**src/rtl/data_sync_hs_pkg.sv**
```systemverilog
// data_sync_hs_pkg: shared state encoding and defaults for the handshake synchronizer
package data_sync_hs_pkg;

    localparam int DEF_NUM_STAGES = 2;
    localparam int DEF_BUS_WIDTH  = 8;

    // valid and bus_ack each live on their own state bit, so both are plain flop outputs
    typedef enum logic [1:0] {
        IDLE = 2'b00,
        HOLD = 2'b01,
        ACK  = 2'b10
    } state_t;

    function automatic logic stages_ok(input int n);
        return n >= 2;
    endfunction

endpackage

```
**src/rtl/data_sync_hs_req_bit_sync.sv**
```systemverilog
// req_bit_sync: multi-flop level synchronizer for the incoming request bit
module req_bit_sync
    import data_sync_hs_pkg::*;
#(
    parameter int NUM_STAGES = DEF_NUM_STAGES
) (
    input  logic CLK,
    input  logic RST,
    input  logic async_in,
    output logic sync_out
);

    logic [NUM_STAGES-1:0] chain;

    // Shift the asynchronous level through the flop chain; the last stage is safe to use
    always_ff @(posedge CLK or negedge RST) begin
        if (!RST)
            chain <= '0;
        else
            chain <= {chain[NUM_STAGES-2:0], async_in};
    end

    assign sync_out = chain[NUM_STAGES-1];

endmodule

```
**src/rtl/data_sync_hs.sv**
```systemverilog
// data_sync_hs: destination-side 4-phase req/ack receiver presenting the bus as valid/ready
module data_sync_hs
    import data_sync_hs_pkg::*;
#(
    parameter int NUM_STAGES = DEF_NUM_STAGES,
    parameter int BUS_WIDTH  = DEF_BUS_WIDTH
) (
    input  logic                 CLK,
    input  logic                 RST,
    input  logic [BUS_WIDTH-1:0] unsync_bus,
    input  logic                 bus_req,
    output logic                 bus_ack,
    output logic [BUS_WIDTH-1:0] sync_bus,
    output logic                 valid,
    input  logic                 ready,
    output logic                 enable_pulse,
    output logic                 proto_err
);

    if (!stages_ok(NUM_STAGES)) begin : g_bad_stages
        $error("data_sync_hs: NUM_STAGES must be at least 2");
    end

    state_t state;
    state_t state_nxt;
    logic   req_s;
    logic   capture;
    logic   err_set;

    req_bit_sync #(
        .NUM_STAGES(NUM_STAGES)
    ) u_req_sync (
        .CLK     (CLK),
        .RST     (RST),
        .async_in(bus_req),
        .sync_out(req_s)
    );

    // Next state: capture on synced request, release on consume, rearm once request drops
    always_comb begin
        state_nxt = state;
        capture   = 1'b0;
        err_set   = 1'b0;
        case (state)
            IDLE: begin
                capture   = req_s;
                state_nxt = req_s ? HOLD : IDLE;
            end
            HOLD: begin
                err_set   = ~req_s;
                state_nxt = ready ? ACK : HOLD;
            end
            ACK:     state_nxt = req_s ? ACK : IDLE;
            default: state_nxt = IDLE;
        endcase
    end

    // State register
    always_ff @(posedge CLK or negedge RST) begin
        if (!RST)
            state <= IDLE;
        else
            state <= state_nxt;
    end

    // Capture register, capture strobe and sticky early-drop flag
    always_ff @(posedge CLK or negedge RST) begin
        if (!RST) begin
            sync_bus     <= '0;
            enable_pulse <= 1'b0;
            proto_err    <= 1'b0;
        end else begin
            if (capture)
                sync_bus <= unsync_bus;
            enable_pulse <= capture;
            proto_err    <= proto_err | err_set;
        end
    end

    assign valid   = state[0];
    assign bus_ack = state[1];

endmodule
```
**config.mk**
```make
export PLATFORM = sky130hd
export DESIGN_NAME = data_sync_hs
export DESIGN_NICKNAME = d
export VERILOG_FILES = /design/src/rtl/data_sync_hs_pkg.sv /design/src/rtl/data_sync_hs_req_bit_sync.sv /design/src/rtl/data_sync_hs.sv
export SDC_FILE = /design/constraint.sdc
export NUM_CORES = 1
export LEC_CHECK = 0
export ABC_CLOCK_PERIOD_IN_PS = 1550
export CELL_PAD_IN_SITES_DETAIL_PLACEMENT = 1
export CELL_PAD_IN_SITES_GLOBAL_PLACEMENT = 1
export CORE_UTILIZATION = 30
export DETAILED_ROUTE_END_ITERATION = 8
export GPL_TIMING_DRIVEN = 0
export PLACE_DENSITY_LB_ADDON = 0.2
export SLEW_MARGIN = 20
export SYNTH_ARGS = -nofsm -noshare
export SYNTH_HDL_FRONTEND = slang
export SYNTH_SLANG_ARGS = --single-unit
```
**constraint.sdc**
```tcl
create_clock -name CLK -period 1.55 [get_ports CLK]
set_input_delay 0.31 -clock CLK [delete_from_list [all_inputs] [get_ports CLK]]
set_output_delay 0.31 -clock CLK [all_outputs]
set_load 0.005 [all_outputs]
```
==> results_dict.tcl, run 1 <==
set metrics [dict create \
    outcome "finished, violations left" \
    violations "DRC" \
    finalPower_uw 1460 \
    period_minus_slack_ns 1.46 \
    period_share 0.944 \
    drtAntennaViolNets 0 \
    grt_pass1_vias 363 \
    clock_latency_ns 0.27 \
    portBuffers 23 \
    fillers 171 \
    fin_worst_skew_ns 0.00549 \
    wl_met1_um 429 \
    viasPerCell 4.56 \
    ir_drop_v 0.00105 \
    syn_inst 32 \
    cts_max_path_buffers 2 \
    yosys.area_share.simple 0.0706 \
    dp_hpwl_um 676 \
    multi_input_area_sq_um 145 \
    die_h_um 43.4 \
    track_usage 0.121 \
    relSlewSlack 0.589 \
    die_w_um 43.4 \
    antenna_found_initial 0 \
    synth.area.mux_share 0.175 \
    synth_top_family_by_area "multiplexers" \
    route.met3.wl_um 36 \
    synth_fa_ha_area_frac 0 \
    initial_core_util 0.330 \
    gp_congestion 0.678 \
    yosys.area.top_type "dfrtp_1" \
    worstSetupStartpointType "register" \
    crit_family "buffers and inverters" \
    cts_buffers 3 \
    path_cells "clkdlybuf4s50_1" \
    wl_um 951 \
    regArea_sq_um 352 \
    grt_pass1_wl_um 1640 \
    num_vias 351 \
    clkSinkCount 14 \
    synth.yosys.seq_area_share 0.681 \
    synth_area_leaders "dfrtp_1 (68%), mux2_2 (18%), nor3b_2 (2.4%)" \
    arrival_ns 1.15 \
    hold_path.class "register to register" \
    synth_nets 44 \
    wl_met2_um 485 \
    dp.cells 71 \
    synth_compound_area_frac 0.0365 \
    clkTransAtPathRegs_ns 0.08 \
    ys_ff_latch 14 \
    synth_cell_types 11 \
    drt-wirelength-per-cell_um 12.4 \
    first_iter_violations 6 \
    fin_nets 74 \
    crit_required_ns 1.24 \
    area_delta_synth_final_pct 58.9 \
    cts_root_buf "clkbuf_4" \
    dieArea_sq_um 1880 \
    cp_num_buf_inv 1 \
    tightestPinTransition_ns 0.614 \
    setup_viol 0 \
    worstSetupPathType "register to output pin" \
    p_leak_uw 0.000345 \
    slew_violations 0 \
    h-tree-depth 1 \
    slowest_delay_ns 0.50 \
    syn_area_sq_um 514 \
    hold_violations 0 \
    firstDrtPassIters 5 \
    cts_tree "built" \
    io_pins 24 \
    postCtsHoldBufs 0 \
    cp_max_fo 3 \
    ys_warn_count 0 \
    synth_xor_area_frac 0 \
    drive_gt1_frac 0.311 \
    drc 5 \
    powerDensity_nw_per_um2 1780 \
    synth.avg_cell_area_sq_um 16.1 \
    cpMaxStageDelayCell "clkdlybuf4s50_1" \
    post-synth-top-area-fraction 0.681 \
    maxCapViolations 0 \
    fmax_mhz 683 \
    rsz0062_at_grt "no" \
    antenna_cells 0 \
    final_cells 77 \
    grt_overflow 0 \
    finalSetupTns_ns 0 \
    cp-end-kind "output pin" \
    rows 14 \
    core-area_sq_um 1560 \
    maxUsedRoutingLayer "met3" \
    grt_max_degree 15 \
]
==> power by group <==
part	internal, uW	total, uW	switching (uW)
clock network	143	254	111
registers	511	579	68.0
logic	435	625	190
==> cells by family (layout without fill, tap and decap cells) <==
kind of cell | count (synthesis) | after routing
flip-flops | 14 | 14
multiplexers | 8 | 8
AND/OR/NAND/NOR | 4 | 4
AO/OA/AOI/OAI | 3 | 3
buffers and inverters | 3 | 32
==> metal layers <==
metal  global-route usage  up-vias
met5                    0        -
met4               0.0375        0
met3               0.0500        0
met2                0.185       11
met1                0.158      174
li1                     -      166
==> path summary, 6_finish.rpt <==
| path | slack (ns) | cells after the start | endpoint | start |
|---|---|---|---|---|
| min in group asynchronous | 0.41 | 1 | sync_bus[6] | RST |
| max in group asynchronous | 0.71 | 1 | state[0] | RST |
| setup / recovery | 0.09 | 1 | valid | state[0] |
| hold / removal | 0.36 | 0 | u_req_sync.chain[1] | u_req_sync.chain[0] |
| setup reg to reg | 0.20 | 4 | sync_bus[3] | state[0] |
| hold reg to reg | 0.36 | 0 | u_req_sync.chain[1] | u_req_sync.chain[0] |
==> synth_stat cells, drive strengths merged <==
cell / n
a21oi: 1
a31o: 1
buf: 1
dfrtp: 14
inv: 2
mux2: 8
nand3b: 1
nor3b: 1
o21ai: 1
or2b: 2
==> repair_timing <==
action | in CTS | in global routing
pin swaps | 0 | 0
gates resized for setup | 1 | 0
buffers inserted | 1 | 1
endpoints found under the setup margin | 2 | 1
cloned | 0 | 0
==> final cells by class <==
type,instances,area share
Sequential cell,14,0.430
Inverter,2,0.00919
Multi-Input combinational cell,15,0.178
Clock buffer,4,0.0444
Buffer,1,0.0138
Timing Repair Buffer,25,0.300
Tap cell,16,0.0245
==> sequential cells by signal, summed over array words and instances, names as in the netlist <==
register and cells:
state 2, enable_pulse 1, proto_err 1, sync_bus 8, u_req_sync.chain 2
==> through the flow <==
step / instance area (sq um) / util / hold slack, ns / worst slack, ns
after detailed placement: 764 / 0.490 / 0.342 / 0.283
after global routing: 817 / 0.524 / 0.369 / 0.0487
after floorplan: 514 / - / 0.0144 / 0.356
after global placement: 764 / 0.490 / 0.335 / 0.294
final: 817 / 0.524 / 0.359 / 0.0869
after CTS: 810 / 0.519 / 0.363 / 0.0195
==> placed cells by master (no fill, tap or decap), drive strengths merged, types with 2 or more instances in the layout <==
master / count
or2b: 2
clkbuf: 4
clkdlybuf4s50: 23
buf: 3
inv: 2
mux2: 8
dfrtp: 14
No activity file was read; power rests on OpenSTA's default activity.
==> inputs of run 2 (changes only) <==
- SYNTH_HIERARCHICAL: default -> 1
==> run 2 against run 1 <==
  * Critical endpoint is now sync_bus[0]
  * Design area up 0.15%
  * Sequential cell count unchanged
  * The run still ends with DRC left
  * Utilization increased by 0.080 points
  * Setup slack improved by 0.021 ns
  * Worst hold slack improved by 0.0020 ns
  * Critical path depth unchanged
  * Highest routed layer unchanged
==> results_dict.tcl, run 2 <==
set metrics [dict create \
    outcome "finished, violations left" \
    violations "DRC" \
    gp_congestion 0.626 \
    cp_num_buf_inv 1 \
    wl_met1_um 431 \
    synth.avg_cell_area_sq_um 16.1 \
    synthTopCellsByCount "dfrtp_1 (14), mux2_2 (8)" \
    largest_register_ffs 8 \
    post-synth-top-area-fraction 0.681 \
    area_delta_synth_final_pct 59.1 \
    grt_max_degree 15 \
    grt_pass1_vias 365 \
    grt_pass1_wl_um 1700 \
    drtAntennaViolNets 0 \
    fmax_mhz 693 \
    viasPerCell 4.68 \
    largest_registers "sync_bus x8, state x2, u_req_sync/chain x2" \
    mostFrequentLayoutCells "clkdlybuf4s50_1 (23), dfrtp_1 (12), mux2_2 (8)" \
    syn_inst 32 \
    antenna_found_initial 0 \
    wl_um 967 \
    core-area_sq_um 1560 \
    crit_family "buffers and inverters" \
    slowest_delay_ns 0.51 \
    synth_nets 44 \
    drt-wirelength-per-cell_um 12.6 \
    powerDensity_nw_per_um2 1790 \
    synth_cell_types 12 \
    finalPower_uw 1460 \
    dp_hpwl_um 717 \
    rows 14 \
    cpMaxStageDelayCell "clkdlybuf4s50_1" \
    fin_worst_skew_ns 0.00109 \
    clock_latency_ns 0.27 \
    synth_most_common_cell "dfrtp_1" \
    final_util 0.525 \
    slew_violations 0 \
    cts_tree "built" \
    portBuffers 23 \
    crit_required_ns 1.24 \
    initial_core_util 0.330 \
    maxUsedRoutingLayer "met3" \
    final_common_cell "clkdlybuf4s50_1" \
    ys_warn_count 6 \
    dieArea_sq_um 1880 \
    path_cells "clkdlybuf4s50_1" \
    ys_ff_latch 14 \
    cts_max_path_buffers 2 \
    synth_area_leaders "dfrtp_1 (68%), mux2_2 (18%), nor3b_2 (2.4%)" \
    firstDrtPassIters 5 \
    dominantRegCellSynth "dfrtp_1" \
    cp-end-kind "output pin" \
    die_h_um 43.4 \
    cts_buffers 3 \
    period_minus_slack_ns 1.44 \
    placed_cell_area_sq_um 764 \
    worstSetupPathType "register to output pin" \
    fillers 160 \
    fin_area_sq_um 818 \
    antenna_cells 0 \
    grt_overflow 0 \
    wl_met2_um 494 \
    worstSetupStartpointType "register" \
    finalSetupTns_ns 0 \
    drc 4 \
    io_pins 24 \
    route.met3.wl_um 42 \
    clkTransAtPathRegs_ns 0.08 \
    regMostFlops "sync_bus" \
    setup_viol 0 \
    regArea_sq_um 353 \
    fin_nets 74 \
    synth-edff-count 0 \
    tightestPinTransition_ns 0.626 \
    ir_drop_v 0.000866 \
    p_leak_uw 0.000341 \
    whs_ns 0.361 \
    synthArstFlopShare 1.00 \
    cts_root_buf "clkbuf_4" \
    track_usage 0.126 \
    h-tree-depth 1 \
    num_vias 360 \
    period_share 0.931 \
    first_iter_violations 8 \
    maxCapViolations 0 \
    hold_violations 0 \
    arrival_ns 1.13 \
    die_w_um 43.4 \
    drive_gt1_frac 0.328 \
    syn_area_sq_um 514 \
    cp_max_fo 2 \
    synth.yosys.seq_area_share 0.681 \
    regToRegSetupSlack_ns 0.18 \
    hold_path.class "register to register" \
    yosys.area.top_type "dfrtp_1" \
    rsz0062_at_grt "no" \
    clkSinkCount 14 \
    multi_input_area_sq_um 153 \
    relSlewSlack 0.582 \
]
run 2: changes by cell type in the layout (fill, tap and decap cells not counted), sizes merged:
cell and delta:
a21o +1, nand2 +1, nor2 +1, a31o -1, inv -2
run 2: report_power, final:
part / total (uW) / internal [uW] / leakage [uW] / switching, uW
Sequential: 577 / 513 / 0.000161 / 64.7
Clock: 255 / 143 / 0.0000210 / 113
Combinational: 628 / 437 / 0.000159 / 191
Total: 1460 / 1090 / 0.000341 / 369
run 2: cell families after synthesis:
family | Yosys count | share of synthesized area
flops | 14 | 0.681
mux | 8 | 0.175
simple gates | 6 | 0.0852
compound gates | 3 | 0.0365
buf+inv | 1 | 0.0219
run 2: final timing paths:
path                                startpoint             endpoint  cells after the start
max in group asynchronous                  RST             state[1]                      1
min                        u_req_sync/chain[0]  u_req_sync/chain[1]                      0
max reg2reg                           state[0]          sync_bus[5]                      4
min reg2reg                u_req_sync/chain[0]  u_req_sync/chain[1]                      0
min in group asynchronous                  RST          sync_bus[2]                      1
max                                sync_bus[0]          sync_bus[0]                      1
run 2: cell type report:
class | count | share of cell area
sequential | 14 | 0.431
timing repair buffer | 25 | 0.300
multi-input combinational | 17 | 0.187
clock buffer | 4 | 0.0443
tap | 16 | 0.0245
buffer | 1 | 0.0138
run 2: per-layer routing:
metal,vias up,GRT usage
met5,-,0
met4,0,0.0563
met3,0,0.0500
met2,11,0.197
met1,180,0.154
li1,169,-
run 2: timing repair:
action / in CTS / in global routing
hold buffers: 0 / 0
endpoints found under the setup margin: 2 / 2
setup buffers: 0 / 2
gates resized for setup: 2 / 0
cloned: 0 / 0
run 2: per-stage QoR:
stage / setup WS, ns / cells
after floorplan: 0.337 / 32
after global placement: 0.272 / 71
after detailed placement: 0.260 / 71
after CTS: 0.0130 / 75
after global routing: 0.0492 / 77
final: 0.108 / 77
==> inputs of run 3 (changes only) <==
- ABC_CLOCK_PERIOD_IN_PS: 1550 -> 1700
- CORE_UTILIZATION: 30 -> 32
- clock period: 1.55 -> 1.7 ns (I/O delays scaled with it)
==> run 3 against run 2 <==
  * The flow now finishes without violations
  * Critical endpoint is now valid
  * Cell count down 2.6%
  * Largest cell class unchanged
  * Utilization up 0.67 points
  * Clock power down 8.6%
==> results_dict.tcl, run 3 (synthesized netlist as in run 2, its figures left out) <==
set metrics [dict create \
    outcome "complete, no violations" \
    intPower_uw 964 \
    fin_nets 72 \
    wl_um 1010 \
    portBuffers 23 \
    drtAntennaViolNets 0 \
    rows 14 \
    core-area_sq_um 1510 \
    antenna_cells 0 \
    grt_max_degree 15 \
    drc 0 \
    dieArea_sq_um 1770 \
    maxCapViolations 0 \
    p_comb_frac 0.394 \
    gp_congestion 0.653 \
    track_usage 0.133 \
    power_switching_uw 332 \
    worstSetupStartpointType "register" \
    cp_max_fo 7 \
    cp-end-kind "output pin" \
    largest_register_ffs 8 \
    cp_num_buf_inv 1 \
    die_w_um 42.1 \
    cts_setup_buffers 0 \
    final_cells 75 \
    tightestPinTransition_ns 0.613 \
    period_share 0.948 \
    die_h_um 42.1 \
    cts_max_path_buffers 2 \
    num_vias 351 \
    cpMaxStageDelayCell "clkdlybuf4s50_1" \
    setup_viol 0 \
    crit_required_ns 1.36 \
    relSlewSlack 0.590 \
    clockPowerShare 0.180 \
    fmax_mhz 621 \
    rsz0062_at_grt "no" \
    fillers 165 \
    initial_core_util 0.341 \
    slew_violations 0 \
    seq_power_share 0.427 \
    h-tree-depth 1 \
    switching_share 0.256 \
    period_minus_slack_ns 1.61 \
    viasPerCell 4.68 \
    clkTransAtPathRegs_ns 0.08 \
    worstSetupPathType "register to output pin" \
    mostFrequentLayoutCells "clkdlybuf4s50_1 (23), dfrtp_1 (14), mux2_2 (8)" \
    final_util 0.532 \
    drt-wirelength-per-cell_um 13.4 \
    final_common_cell "clkdlybuf4s50_1" \
    regMostFlops "sync_bus" \
    area_delta_synth_final_pct 55.7 \
    antenna_found_initial 0 \
    grt_pass1_vias 364 \
    fin_area_sq_um 801 \
    postCtsHoldBufs 0 \
    p_leak_uw 0.000333 \
    hold_path.class "register to register" \
    hold_violations 0 \
    cp.depth 1 \
    first_iter_violations 1 \
    grt_pass1_wl_um 1660 \
    arrival_ns 1.27 \
    cts_buffers 3 \
    cts_root_buf "clkbuf_4" \
    slowest_delay_ns 0.54 \
    clkSinkCount 14 \
    r2r_cells 3 \
    whs_ns 0.352 \
    grt_overflow 0 \
    cts_resized 0 \
    placed_cell_area_sq_um 764 \
    io_pins 24 \
    ir_drop_v 0.000643 \
    firstDrtPassIters 2 \
    finalSetupTns_ns 0 \
    drive_gt1_frac 0.271 \
    cts_tree "built" \
    min_path_cells 0 \
    path_cells "clkdlybuf4s50_1" \
    dp.cells 71 \
    largest_registers "sync_bus x8, state x2, u_req_sync/chain x2" \
    fin_worst_skew_ns 0.00302 \
    clock_latency_ns 0.27 \
    powerDensity_nw_per_um2 1620 \
    crit_family "buffers and inverters" \
]
## run 3: cell types whose count changed in the layout (fill, tap and decap cells not counted), sizes merged
cell and delta:
buf -2
## run 3: layer usage
metal  track usage  up-vias  part of all wire  routed length, um
met5             0        -                 0                  0
met4        0.0563        0                 0                  0
met3        0.0560        0             0.068                 69
met2         0.234       15              0.52                528
met1         0.138      175              0.41                410
li1              -      161                 -                  -
## run 3: worst reg2reg max path, cell delays in order, from the launching register on
cell	delay (ns)
dfrtp_1	0.46
nor3b_2	0.22
buf_6	0.17
mux2_2	0.34
## run 3: area by class of cell
| type | count | area (sq um) | share of cell area |
|---|---|---|---|
| Sequential cell | 14 | 350 | 0.438 |
| Timing Repair Buffer | 23 | 230 | 0.288 |
| Multi-Input combinational cell | 17 | 153 | 0.191 |
| Clock buffer | 4 | 36.3 | 0.0453 |
| Tap cell | 16 | 20.0 | 0.0250 |
| Buffer | 1 | 11.3 | 0.0141 |
## run 3: power groups by stage
stage          registers [uW]  clock network (uW)  logic, uW
6_report                  553                 233        510
4_1_cts                   557                 247        522
3_5_place_dp              563                   0        520
2_1_floorplan             562                   0        189
3_3_place_gp              545                   0        505
5_1_grt                   573                 264        548
## run 3: per-stage QoR
stage | setup slack (ns) | power (uW)
after floorplan | 0.487 | 751
after global placement | 0.422 | 1050
after detailed placement | 0.385 | 1080
after CTS | 0.0640 | 1330
after global routing | 0.0202 | 1390
final | 0.0892 | 1300
## run 3: worst paths after layout
path | start | slack, ns | endpoint
max | state[0] | 0.09 | valid
min | u_req_sync/chain[0] | 0.35 | u_req_sync/chain[1]
max reg2reg | state[0] | 0.40 | sync_bus[0]
min reg2reg | u_req_sync/chain[0] | 0.35 | u_req_sync/chain[1]
max in group asynchronous | RST | 0.86 | u_req_sync/chain[0]
min in group asynchronous | RST | 0.45 | sync_bus[3]
